File: src/rtl/day_segment_decoder.sv
// rtl/day_segment_decoder.sv - settles seven-segment day patterns, decodes them and checks mon..sun ordering
module day_segment_decoder #(
    parameter int STABLE_CYCLES = 2,
    parameter int LOCK_COUNT    = 2
) (
    input  logic       clk,
    input  logic       rst,
    input  logic [6:0] seg,
    output logic [2:0] day,
    output logic       day_valid,
    output logic       day_strobe,
    output logic       bad_pattern,
    output logic       seq_error,
    output logic       locked,
    output logic [7:0] err_count
);

    localparam logic [3:0] STABLE = 4'(STABLE_CYCLES);
    localparam logic [2:0] LOCK   = 3'(LOCK_COUNT);

    typedef enum logic {HUNT, LOCKED} state_t;

    state_t     state_q, state_d;
    logic [6:0] seg_q, last_q, last_d;
    logic [3:0] cnt_q, cnt_d;
    logic       first_q, first_d;
    logic [2:0] day_q, day_d;
    logic       valid_q, valid_d;
    logic       strobe_q, strobe_d;
    logic       bad_q, bad_d;
    logic       seqerr_q, seqerr_d;
    logic [7:0] err_q, err_d;
    logic [2:0] exp_q, exp_d;
    logic [2:0] mc_q, mc_d;

    logic       seg_changed;
    logic       accept;
    logic       legal;
    logic [2:0] dec;
    logic [2:0] dec_next;
    logic [2:0] mc_hunt;

    always_comb begin
        legal = 1'b1;
        dec   = 3'd0;
        case (seg_q)
            7'b0011101: dec = 3'd0;
            7'b0111110: dec = 3'd1;
            7'b1001111: dec = 3'd2;
            7'b0110111: dec = 3'd3;
            7'b0000110: dec = 3'd4;
            7'b1110000: dec = 3'd5;
            7'b1110110: dec = 3'd6;
            default:    legal = 1'b0;
        endcase
    end

    always_comb begin
        seg_changed = (seg != seg_q);
        if (seg_changed)
            cnt_d = 4'd1;
        else if (cnt_q >= STABLE)
            cnt_d = STABLE;
        else
            cnt_d = cnt_q + 4'd1;
        // first_q marks the single cycle the run counter has just reached STABLE
        first_d  = (cnt_d == STABLE) && (seg_changed || (cnt_q != STABLE));
        accept   = first_q && (seg_q != last_q);
        dec_next = (dec == 3'd6) ? 3'd0 : dec + 3'd1;
        mc_hunt  = ((mc_q == 3'd0) || (dec == exp_q)) ? mc_q + 3'd1 : 3'd1;

        state_d  = state_q;
        last_d   = last_q;
        day_d    = day_q;
        valid_d  = valid_q;
        strobe_d = 1'b0;
        bad_d    = 1'b0;
        seqerr_d = 1'b0;
        exp_d    = exp_q;
        mc_d     = mc_q;
        err_d    = err_q;

        if (accept) begin
            last_d = seg_q;
            if (!legal) begin
                bad_d = 1'b1;
            end else begin
                day_d    = dec;
                valid_d  = 1'b1;
                strobe_d = 1'b1;
                exp_d    = dec_next;
                case (state_q)
                    HUNT: begin
                        mc_d = mc_hunt;
                        if (mc_hunt >= LOCK)
                            state_d = LOCKED;
                    end
                    LOCKED: begin
                        if (dec != exp_q) begin
                            seqerr_d = 1'b1;
                            mc_d     = 3'd1;
                            state_d  = HUNT;
                        end
                    end
                    default: state_d = HUNT;
                endcase
            end
        end

        if ((bad_d || seqerr_d) && (err_q != 8'hFF))
            err_d = err_q + 8'd1;
    end

    always_ff @(posedge clk) begin
        if (rst) begin
            seg_q    <= 7'h00;
            cnt_q    <= 4'd0;
            first_q  <= 1'b0;
            last_q   <= 7'h7F;
            state_q  <= HUNT;
            day_q    <= 3'd0;
            valid_q  <= 1'b0;
            strobe_q <= 1'b0;
            bad_q    <= 1'b0;
            seqerr_q <= 1'b0;
            err_q    <= 8'd0;
            exp_q    <= 3'd0;
            mc_q     <= 3'd0;
        end else begin
            seg_q    <= seg;
            cnt_q    <= cnt_d;
            first_q  <= first_d;
            last_q   <= last_d;
            state_q  <= state_d;
            day_q    <= day_d;
            valid_q  <= valid_d;
            strobe_q <= strobe_d;
            bad_q    <= bad_d;
            seqerr_q <= seqerr_d;
            err_q    <= err_d;
            exp_q    <= exp_d;
            mc_q     <= mc_d;
        end
    end

    assign day         = day_q;
    assign day_valid   = valid_q;
    assign day_strobe  = strobe_q;
    assign bad_pattern = bad_q;
    assign seq_error   = seqerr_q;
    assign locked      = (state_q == LOCKED);
    assign err_count   = err_q;

endmodule

File: config.mk
export PLATFORM = sky130hd
export DESIGN_NAME = day_segment_decoder
export DESIGN_NICKNAME = d
export VERILOG_FILES = /design/src/rtl/day_segment_decoder.sv
export SDC_FILE = /design/constraint.sdc
export NUM_CORES = 1
export LEC_CHECK = 0
export ABC_AREA = 1
export CAP_MARGIN = 25
export CORE_ASPECT_RATIO = 1.4
export CORE_MARGIN = 4
export CORE_UTILIZATION = 50
export CTS_CLUSTER_DIAMETER = 120
export DETAILED_ROUTE_END_ITERATION = 16
export PLACE_DENSITY = 0.75
export SLEW_MARGIN = 40
export SYNTH_ARGS = -nofsm -noshare
export SYNTH_HDL_FRONTEND = slang
export SYNTH_SLANG_ARGS = --single-unit
export TNS_END_PERCENT = 5
File: constraint.sdc
create_clock -name clk -period 1.7 [get_ports clk]
set_input_delay 0.255 -clock clk [delete_from_list [all_inputs] [get_ports clk]]
set_output_delay 0.255 -clock clk [all_outputs]
set_load 0.005 [all_outputs]
==> results of run 1 <==
[cells in the mapped netlist (all sizes together), types with 5 or more instances]
library cell  number  area share
nand2             84        0.16
inv               44       0.078
dfxtp             41        0.39
nor2              38       0.078
nand3             25       0.070
a21oi             18       0.042
xnor2              8       0.033
o211ai             7       0.025
buf                6       0.020
nand4              6       0.018
ha                 5       0.029
xor2               5       0.021
[timing repair]
action | 4_1_cts | 5_1_grt
gates cloned | 0 | 1
setup buffers | 1 | 6
pin swaps | 1 | 29
endpoints found under the setup margin | 12 | 12
gates resized for setup | 19 | 58
[state kept, by name (all words and copies together) (netlist names)]
register / count
seq_error: 1
err_count: 8
seg_q: 7
cnt_q: 4
bad_pattern: 1
first_q: 1
locked: 1
last_q: 7
mc_q: 3
day_valid: 1
day: 3
day_strobe: 1
exp_q: 3
[where the power goes]
group | leakage, nW | total, mW | switching [mW] | internal, mW
clock | 0.0574 | 0.832 | 0.354 | 0.477
sequential | 0.337 | 0.991 | 0.0223 | 0.969
combinational | 1.02 | 0.177 | 0.0942 | 0.0831
total | 1.41 | 2.00 | 0.471 | 1.53
[per-layer routing]
layer,global-route usage,vias to the layer above,routed length [µm]
met4,0.124,0,344
li1,-,1076,-
met3,0.0411,33,258
met1,0.190,1032,2090
met5,0,-,0
met2,0.343,86,3100
[final cells by class]
class | count | area [µm²]
Multi-Input combinational cell | 207 | 1290
Fill cell | 288 | 973
Sequential cell | 41 | 845
Timing Repair Buffer | 65 | 567
Inverter | 44 | 173
Clock buffer | 6 | 82.6
Tap cell | 43 | 53.8
Clock inverter | 2 | 37.5
[through the flow]
step	hold WS (ps)	total power, mW	instance area (µm²)	cells	TNS (ps)
floorplan	333	1.09	2120	301	0
global placement	442	1.15	2610	392	-469
detailed placement	445	1.15	2610	392	-752
CTS	463	1.97	2780	401	0
global route	479	2.06	3050	408	-1240
finish	457	2.00	3050	408	-349
[logic make-up after synthesis]
logic type,after synthesis
simple gates,156
buf+inv,53
flops,41
compound gates,32
xor+xnor,13
fa+ha+maj,5
other cells,1
[worst min-delay path: stages, from the launching register on]
cell and delay (ps):
dfxtp_1 320, nand2_1 60, nand2_1 50
[worst max-delay path by stage]
stage / depth (start not counted) / from / to / slack, ps
finish: 14 / seg_q[2]$_SDFF_PP0_ / err_count[0]$_SDFFE_PP0P_ / -110
global route: 14 / seg_q[5]$_SDFF_PP0_ / err_count[4]$_SDFFE_PP0P_ / -130
CTS: 14 / seg_q[0]$_SDFF_PP0_ / err_count[5]$_SDFFE_PP0P_ / 10
detailed placement: 12 / seg_q[2]$_SDFF_PP0_ / err_count[0]$_SDFFE_PP0P_ / -90
global placement: 12 / seg_q[2]$_SDFF_PP0_ / err_count[6]$_SDFFE_PP0P_ / -70
floorplan: 14 / seg_q[3]$_SDFF_PP0_ / err_count[0]$_SDFFE_PP0P_ / 60
==> metrics.txt, run 1 <==
# TYPE chip_impl_metric gauge
chip_impl_metric{name="clockBufferDepth",unit=""} 2
chip_impl_metric{name="syn_to_final_growth",unit="%"} 43.6
chip_impl_metric{name="slew_viol_final",unit=""} 0
chip_impl_metric{name="reg2reg_setup_slack",unit="ps"} -110
chip_impl_info{name="crit_path_frequent_cell",value="nand2_4"} 1
chip_impl_info{name="hold-path-endpoint",value="day_valid$_SDFFE_PP0P_"} 1
chip_impl_metric{name="clk_pin_slew",unit="ps"} 80
chip_impl_metric{name="critical_path.max_fanout",unit=""} 7
chip_impl_info{name="path_delay_family",value="simple AND/OR/NAND/NOR gates"} 1
chip_impl_info{name="reg2reg_to",value="err_count[0]$_SDFFE_PP0P_"} 1
chip_impl_info{name="hp-start",value="day_valid$_SDFFE_PP0P_"} 1
chip_impl_metric{name="final_antenna_net_count",unit=""} 0
chip_impl_info{name="critical_path.cell_chain",value="inv_2 -> nand2_1 -> nand2_2 -> nor2_1 -> nand2_1 -> nor2_2 -> nor2_4 -> nand2_4 -> nor2_4 -> nand2_4 -> nand2_4 -> buf_6 -> a21oi_2 -> nor2_1"} 1
chip_impl_metric{name="grt_start_max_net_pins",unit=""} 16
chip_impl_metric{name="leakagePower",unit="nW"} 1.41
chip_impl_metric{name="antennaDiodeCount",unit=""} 0
chip_impl_metric{name="detailedRoute.firstPassIterationCount",unit=""} 4
chip_impl_metric{name="final_worst_path_period_need",unit="ps"} 1810
chip_impl_metric{name="ys_async_sr_fraction",unit=""} 0
chip_impl_metric{name="fmax",unit="MHz"} 551
chip_impl_metric{name="tcrit_tclk_final",unit=""} 1.07
chip_impl_metric{name="core_footprint",unit="µm²"} 4020
chip_impl_info{name="most-common-layout-cells",value="nand2_1 (63), inv_1 (36), buf_4 (36), dfxtp_1 (34), nor2_1 (27)"} 1
chip_impl_metric{name="cp.required",unit="ps"} 1900
chip_impl_metric{name="synthesis.area_per_instance",unit="µm²"} 7.05
chip_impl_metric{name="xor_xnor_portion_of_the_synthesized_cell_area",unit=""} 0.0537
chip_impl_metric{name="cpPeakStageDelay",unit="ps"} 420
chip_impl_metric{name="vdd_drop_max",unit="V"} 0.000588
chip_impl_info{name="tritoncts",value="built"} 1
chip_impl_metric{name="min_delay_path_depth",unit=""} 2
chip_impl_metric{name="mux_contribution_to_synthesized_area",unit=""} 0
chip_impl_metric{name="initial_core_util",unit=""} 0.528
chip_impl_metric{name="placement.io_buffers",unit=""} 24
chip_impl_metric{name="starting_drt_drc_count",unit=""} 84
chip_impl_metric{name="grt_pass1_vias",unit=""} 1993
chip_impl_metric{name="routed_via_count_divided_by_cell_count",unit=""} 5.46
chip_impl_metric{name="fp.dieArea",unit="µm²"} 5370
chip_impl_metric{name="fraction_of_the_mapped_netlist_area_in_compound_gates",unit=""} 0.0890
chip_impl_metric{name="track_usage",unit=""} 0.188
chip_impl_metric{name="critPathArrivalTime",unit="ps"} 2010
chip_impl_metric{name="synthesis.instances",unit=""} 301
chip_impl_metric{name="cts_num_sinks",unit=""} 41
chip_impl_metric{name="proportion_of_layout_cells_with_a_drive_suffix_above_1",unit=""} 0.318
chip_impl_info{name="mostFrequentLayoutCell",value="nand2_1"} 1
chip_impl_info{name="crit_path_start_kind",value="register"} 1
chip_impl_metric{name="layout.nets",unit=""} 378
chip_impl_metric{name="buf_inv_on_cp",unit=""} 2
chip_impl_info{name="timing.rr.start",value="seg_q[2]$_SDFF_PP0_"} 1
chip_impl_info{name="clock_root_buffer_master",value="clkbuf_8"} 1
chip_impl_metric{name="post_synth_num_cell_types",unit=""} 29
chip_impl_metric{name="cts_hold_repair.buffers",unit=""} 0
chip_impl_metric{name="grt_antenna_before_repair",unit=""} 0
chip_impl_metric{name="hpwlAfterDp",unit="µm"} 3470
chip_impl_metric{name="drv.max_cap_violation_count",unit=""} 0
chip_impl_info{name="cpMaxStageDelayCell",value="dfxtp_4"} 1
chip_impl_metric{name="post_drt_wl_per_cell",unit="µm"} 14.2
chip_impl_metric{name="power.density_cell_area",unit="nW/µm²"} 656
chip_impl_metric{name="synthesis.yosys.warnings",unit=""} 0
chip_impl_metric{name="fp-row-count",unit=""} 27
chip_impl_metric{name="routed-via-count",unit=""} 2227
chip_impl_metric{name="clock_tree.htree_level_count",unit=""} 2
chip_impl_metric{name="postSynthRegisterBits",unit=""} 41
chip_impl_metric{name="postRouteWirelength",unit="µm"} 5790
chip_impl_info{name="worst-setup-path-type",value="reg2reg"} 1
chip_impl_info{name="failed_checks",value="negative setup slack"} 1
chip_impl_metric{name="ios",unit=""} 25
chip_impl_info{name="setup.worst_path.end_class",value="register"} 1
chip_impl_metric{name="number_of_synthesized_flops_with_an_enable_pin",unit=""} 0
chip_impl_metric{name="first_pass_grt_wire_length",unit="µm"} 8170
chip_impl_metric{name="worstSkewPairLatency",unit="ps"} 300
chip_impl_metric{name="syn-num-nets",unit=""} 315
chip_impl_metric{name="synth-adder-area-share",unit=""} 0.0295
chip_impl_info{name="timing.hold.worst.class",value="reg2reg"} 1
chip_impl_metric{name="finalClockSkew",unit="ps"} 3.82
chip_impl_metric{name="finalSetupViolations",unit=""} 8
chip_impl_info{name="outcome",value="complete, but fails checks"} 1
chip_impl_metric{name="drt_drc_violations_left",unit=""} 0
chip_impl_metric{name="reg2regPathDepth",unit=""} 14
chip_impl_metric{name="post_synth_and_or_nand_nor_area_fraction",unit=""} 0.336
chip_impl_info{name="synth_top_family_by_area",value="simple AND/OR/NAND/NOR gates"} 1
chip_impl_metric{name="syn_area",unit="µm²"} 2120
chip_impl_info{name="synth-main-ff-cell",value="dfxtp_1"} 1
chip_impl_metric{name="finalHoldViolations",unit=""} 0
chip_impl_metric{name="overflow",unit=""} 0
chip_impl_metric{name="floorplan_die_width",unit="µm"} 63.1
chip_impl_metric{name="die_h",unit="µm"} 85.1
chip_impl_info{name="rsz_0062_raised_after_global_routing",value="true"} 1
chip_impl_metric{name="final_core_utilization",unit=""} 0.758
chip_impl_metric{name="cts_made_buffers",unit=""} 5
chip_impl_metric{name="dpl_worst_slack",unit="ps"} -91.7
chip_impl_metric{name="routabilityCongestion",unit=""} 0.829
chip_impl_metric{name="ys_seq_area_frac",unit=""} 0.387
chip_impl_metric{name="setup_slack",unit="ps"} -114
(Power assumes the default switching activity.)
==> inputs of run 2 (changes only) <==
--- a/config.mk
+++ b/config.mk
@@ -12,7 +12,7 @@
 export CORE_UTILIZATION = 50
 export CTS_CLUSTER_DIAMETER = 120
 export DETAILED_ROUTE_END_ITERATION = 16
-export PLACE_DENSITY = 0.75
+export PLACE_DENSITY_LB_ADDON = 0.2
 export SLEW_MARGIN = 40
 export SYNTH_ARGS = -nofsm -noshare
 export SYNTH_HDL_FRONTEND = slang
==> metrics.txt, run 2 (same netlist as run 1, synthesis figures left out) <==
# TYPE chip_impl_metric gauge
chip_impl_metric{name="power.density_cell_area",unit="nW/µm²"} 595
chip_impl_metric{name="met2RoutedLength",unit="µm"} 2790
chip_impl_metric{name="critPathArrivalTime",unit="ps"} 1920
chip_impl_metric{name="tcrit_tclk_final",unit=""} 0.998
chip_impl_metric{name="floorplan_die_width",unit="µm"} 63.1
chip_impl_metric{name="placement.io_buffers",unit=""} 24
chip_impl_metric{name="core_footprint",unit="µm²"} 4020
chip_impl_metric{name="vdd_drop_max",unit="V"} 0.000497
chip_impl_metric{name="track_usage",unit=""} 0.196
chip_impl_metric{name="leakagePower",unit="nW"} 1.34
chip_impl_metric{name="routed_via_count_divided_by_cell_count",unit=""} 5.06
chip_impl_metric{name="first_pass_grt_wire_length",unit="µm"} 8420
chip_impl_metric{name="grt_antenna_before_repair",unit=""} 0
chip_impl_metric{name="route.met3.wl",unit="µm"} 174
chip_impl_metric{name="post_drt_wl_per_cell",unit="µm"} 12.1
chip_impl_metric{name="proportion_of_layout_cells_with_a_drive_suffix_above_1",unit=""} 0.273
chip_impl_info{name="most-common-layout-cells",value="nand2_1 (67), inv_1 (37), buf_4 (37), dfxtp_1 (34), nor2_1 (27)"} 1
chip_impl_metric{name="final_worst_path_period_need",unit="ps"} 1700
chip_impl_metric{name="worst_hold_slack",unit="ps"} 460
chip_impl_metric{name="finalClockSkew",unit="ps"} 5.73
chip_impl_metric{name="fp-row-count",unit=""} 27
chip_impl_metric{name="final_antenna_net_count",unit=""} 0
chip_impl_metric{name="finalSetupViolations",unit=""} 0
chip_impl_metric{name="syn_to_final_growth",unit="%"} 36.9
chip_impl_metric{name="routabilityCongestion",unit=""} 0.852
chip_impl_metric{name="cts_num_sinks",unit=""} 41
chip_impl_info{name="timing.hold.worst.class",value="reg2reg"} 1
chip_impl_metric{name="register_area",unit="µm²"} 845
chip_impl_metric{name="placedCellCount",unit=""} 395
chip_impl_metric{name="finalHoldViolations",unit=""} 0
chip_impl_metric{name="layout.nets",unit=""} 377
chip_impl_metric{name="grt_pass1_vias",unit=""} 1954
chip_impl_metric{name="final.fill_count",unit=""} 313
chip_impl_metric{name="slew_viol_final",unit=""} 0
chip_impl_metric{name="antennaDiodeCount",unit=""} 0
chip_impl_metric{name="clock_tree.htree_level_count",unit=""} 2
chip_impl_info{name="critical_path_start",value="seg_q[3]$_SDFF_PP0_"} 1
chip_impl_metric{name="drv.max_cap_violation_count",unit=""} 0
chip_impl_metric{name="starting_drt_drc_count",unit=""} 93
chip_impl_metric{name="clockBufferDepth",unit=""} 2
chip_impl_info{name="tritoncts",value="built"} 1
chip_impl_metric{name="dpl_worst_slack",unit="ps"} -112
chip_impl_metric{name="fmax",unit="MHz"} 590
chip_impl_metric{name="postRouteWirelength",unit="µm"} 4910
chip_impl_info{name="outcome",value="finished, final reports clean"} 1
chip_impl_info{name="mostFrequentLayoutCell",value="nand2_1"} 1
chip_impl_info{name="crit_path_start_kind",value="register"} 1
chip_impl_info{name="worst-setup-path-type",value="reg2reg"} 1
chip_impl_metric{name="overflow",unit=""} 0
chip_impl_metric{name="worstSkewPairLatency",unit="ps"} 290
chip_impl_info{name="clock_root_buffer_master",value="clkbuf_8"} 1
chip_impl_metric{name="cp.required",unit="ps"} 1920
chip_impl_metric{name="hpwlAfterDp",unit="µm"} 3560
chip_impl_metric{name="drt_drc_violations_left",unit=""} 0
chip_impl_metric{name="die_h",unit="µm"} 85.1
chip_impl_metric{name="initial_core_util",unit=""} 0.528
chip_impl_metric{name="cts_hold_repair.buffers",unit=""} 0
chip_impl_info{name="timing.rr.start",value="seg_q[3]$_SDFF_PP0_"} 1
chip_impl_metric{name="multi_input_logic_area",unit="µm²"} 1210
chip_impl_metric{name="setup_slack",unit="ps"} 3.80
chip_impl_info{name="rsz_0062_raised_after_global_routing",value="true"} 1
chip_impl_metric{name="detailedRoute.firstPassIterationCount",unit=""} 4
chip_impl_info{name="hp-start",value="day_valid$_SDFFE_PP0P_"} 1
chip_impl_metric{name="final-instance-count-excl-fill",unit=""} 405
chip_impl_info{name="setup.worst_path.end_class",value="register"} 1
chip_impl_metric{name="ios",unit=""} 25
chip_impl_metric{name="critical_path.max_fanout",unit=""} 6
chip_impl_metric{name="routed-via-count",unit=""} 2050
chip_impl_metric{name="cts_made_buffers",unit=""} 5
chip_impl_metric{name="grt_start_max_net_pins",unit=""} 24
chip_impl_metric{name="largest_register_ffs",unit=""} 8
chip_impl_metric{name="fp.dieArea",unit="µm²"} 5370
chip_impl_metric{name="clk_pin_slew",unit="ps"} 70
chip_impl_metric{name="route.layer.met1.wl",unit="µm"} 1860
chip_impl_info{name="topRoutingLayerUsed",value="met4"} 1
## run 2: timing repair
item                       in CTS  in global routing
gates resized for setup        21                 33
setup endpoints to repair      12                 13
setup buffers                   3                  1
pin swaps                       6                 11
## run 2: worst paths after layout
path	slack [ps]	end	cells past startpoint
max	4	err_count[2]$_SDFFE_PP0P_	14
min	460	day_valid$_SDFFE_PP0P_	2
max reg2reg	4	err_count[2]$_SDFFE_PP0P_	14
min reg2reg	460	day_valid$_SDFFE_PP0P_	2
## run 2: metal layers
layer  vias up  track usage
met5         -            0
met4         0       0.0924
met3         7       0.0331
met2        46        0.379
met1       935        0.198
li1       1062            -
## run 2: per-stage QoR
stage           util  TNS [ps]  total power [mW]  instance area (µm²)
2_1_floorplan      -         0              1.09                 2120
3_3_place_gp   0.655      -752              1.15                 2630
3_5_place_dp   0.655      -952              1.15                 2630
4_1_cts        0.692         0              1.73                 2780
5_1_grt        0.722     -1170              1.81                 2900
6_report       0.722         0              1.73                 2900
## run 2: worst max-delay path, stage by stage, from the launching register on
cell	delay, ps
dfxtp_4	370
inv_4	60
nand2_4	60
nor2_4	160
nand2_4	100
nand3_4	100
inv_2	60
nand2_2	70
nand2_4	70
nor2_4	90
nand2_2	70
nand2_4	80
buf_6	130
nand3_1	60
a21oi_1	150
## run 2: report_power, final
| group | internal (mW) | switching, mW |
|---|---|---|
| sequential | 0.969 | 0.0181 |
| combinational | 0.0800 | 0.0818 |
| clock | 0.270 | 0.308 |
| total | 1.32 | 0.408 |
## run 2: cell type report
class / count / area share
multi-input cells: 207 / 0.417
clock buffers: 5 / 0.0237
repair buffers: 64 / 0.190
flip-flops and latches: 41 / 0.291
clock inverters: 1 / 0.00172
well taps: 43 / 0.0185
inverters: 44 / 0.0586
==> inputs of run 3 (changes only) <==
--- a/config.mk
+++ b/config.mk
@@ -13,7 +13,6 @@
 export CTS_CLUSTER_DIAMETER = 120
 export DETAILED_ROUTE_END_ITERATION = 16
 export PLACE_DENSITY_LB_ADDON = 0.2
-export SLEW_MARGIN = 40
 export SYNTH_ARGS = -nofsm -noshare
 export SYNTH_HDL_FRONTEND = slang
 export SYNTH_SLANG_ARGS = --single-unit
==> results of run 3 <==
Final layout, timing and power as in run 2 (identical DEF).
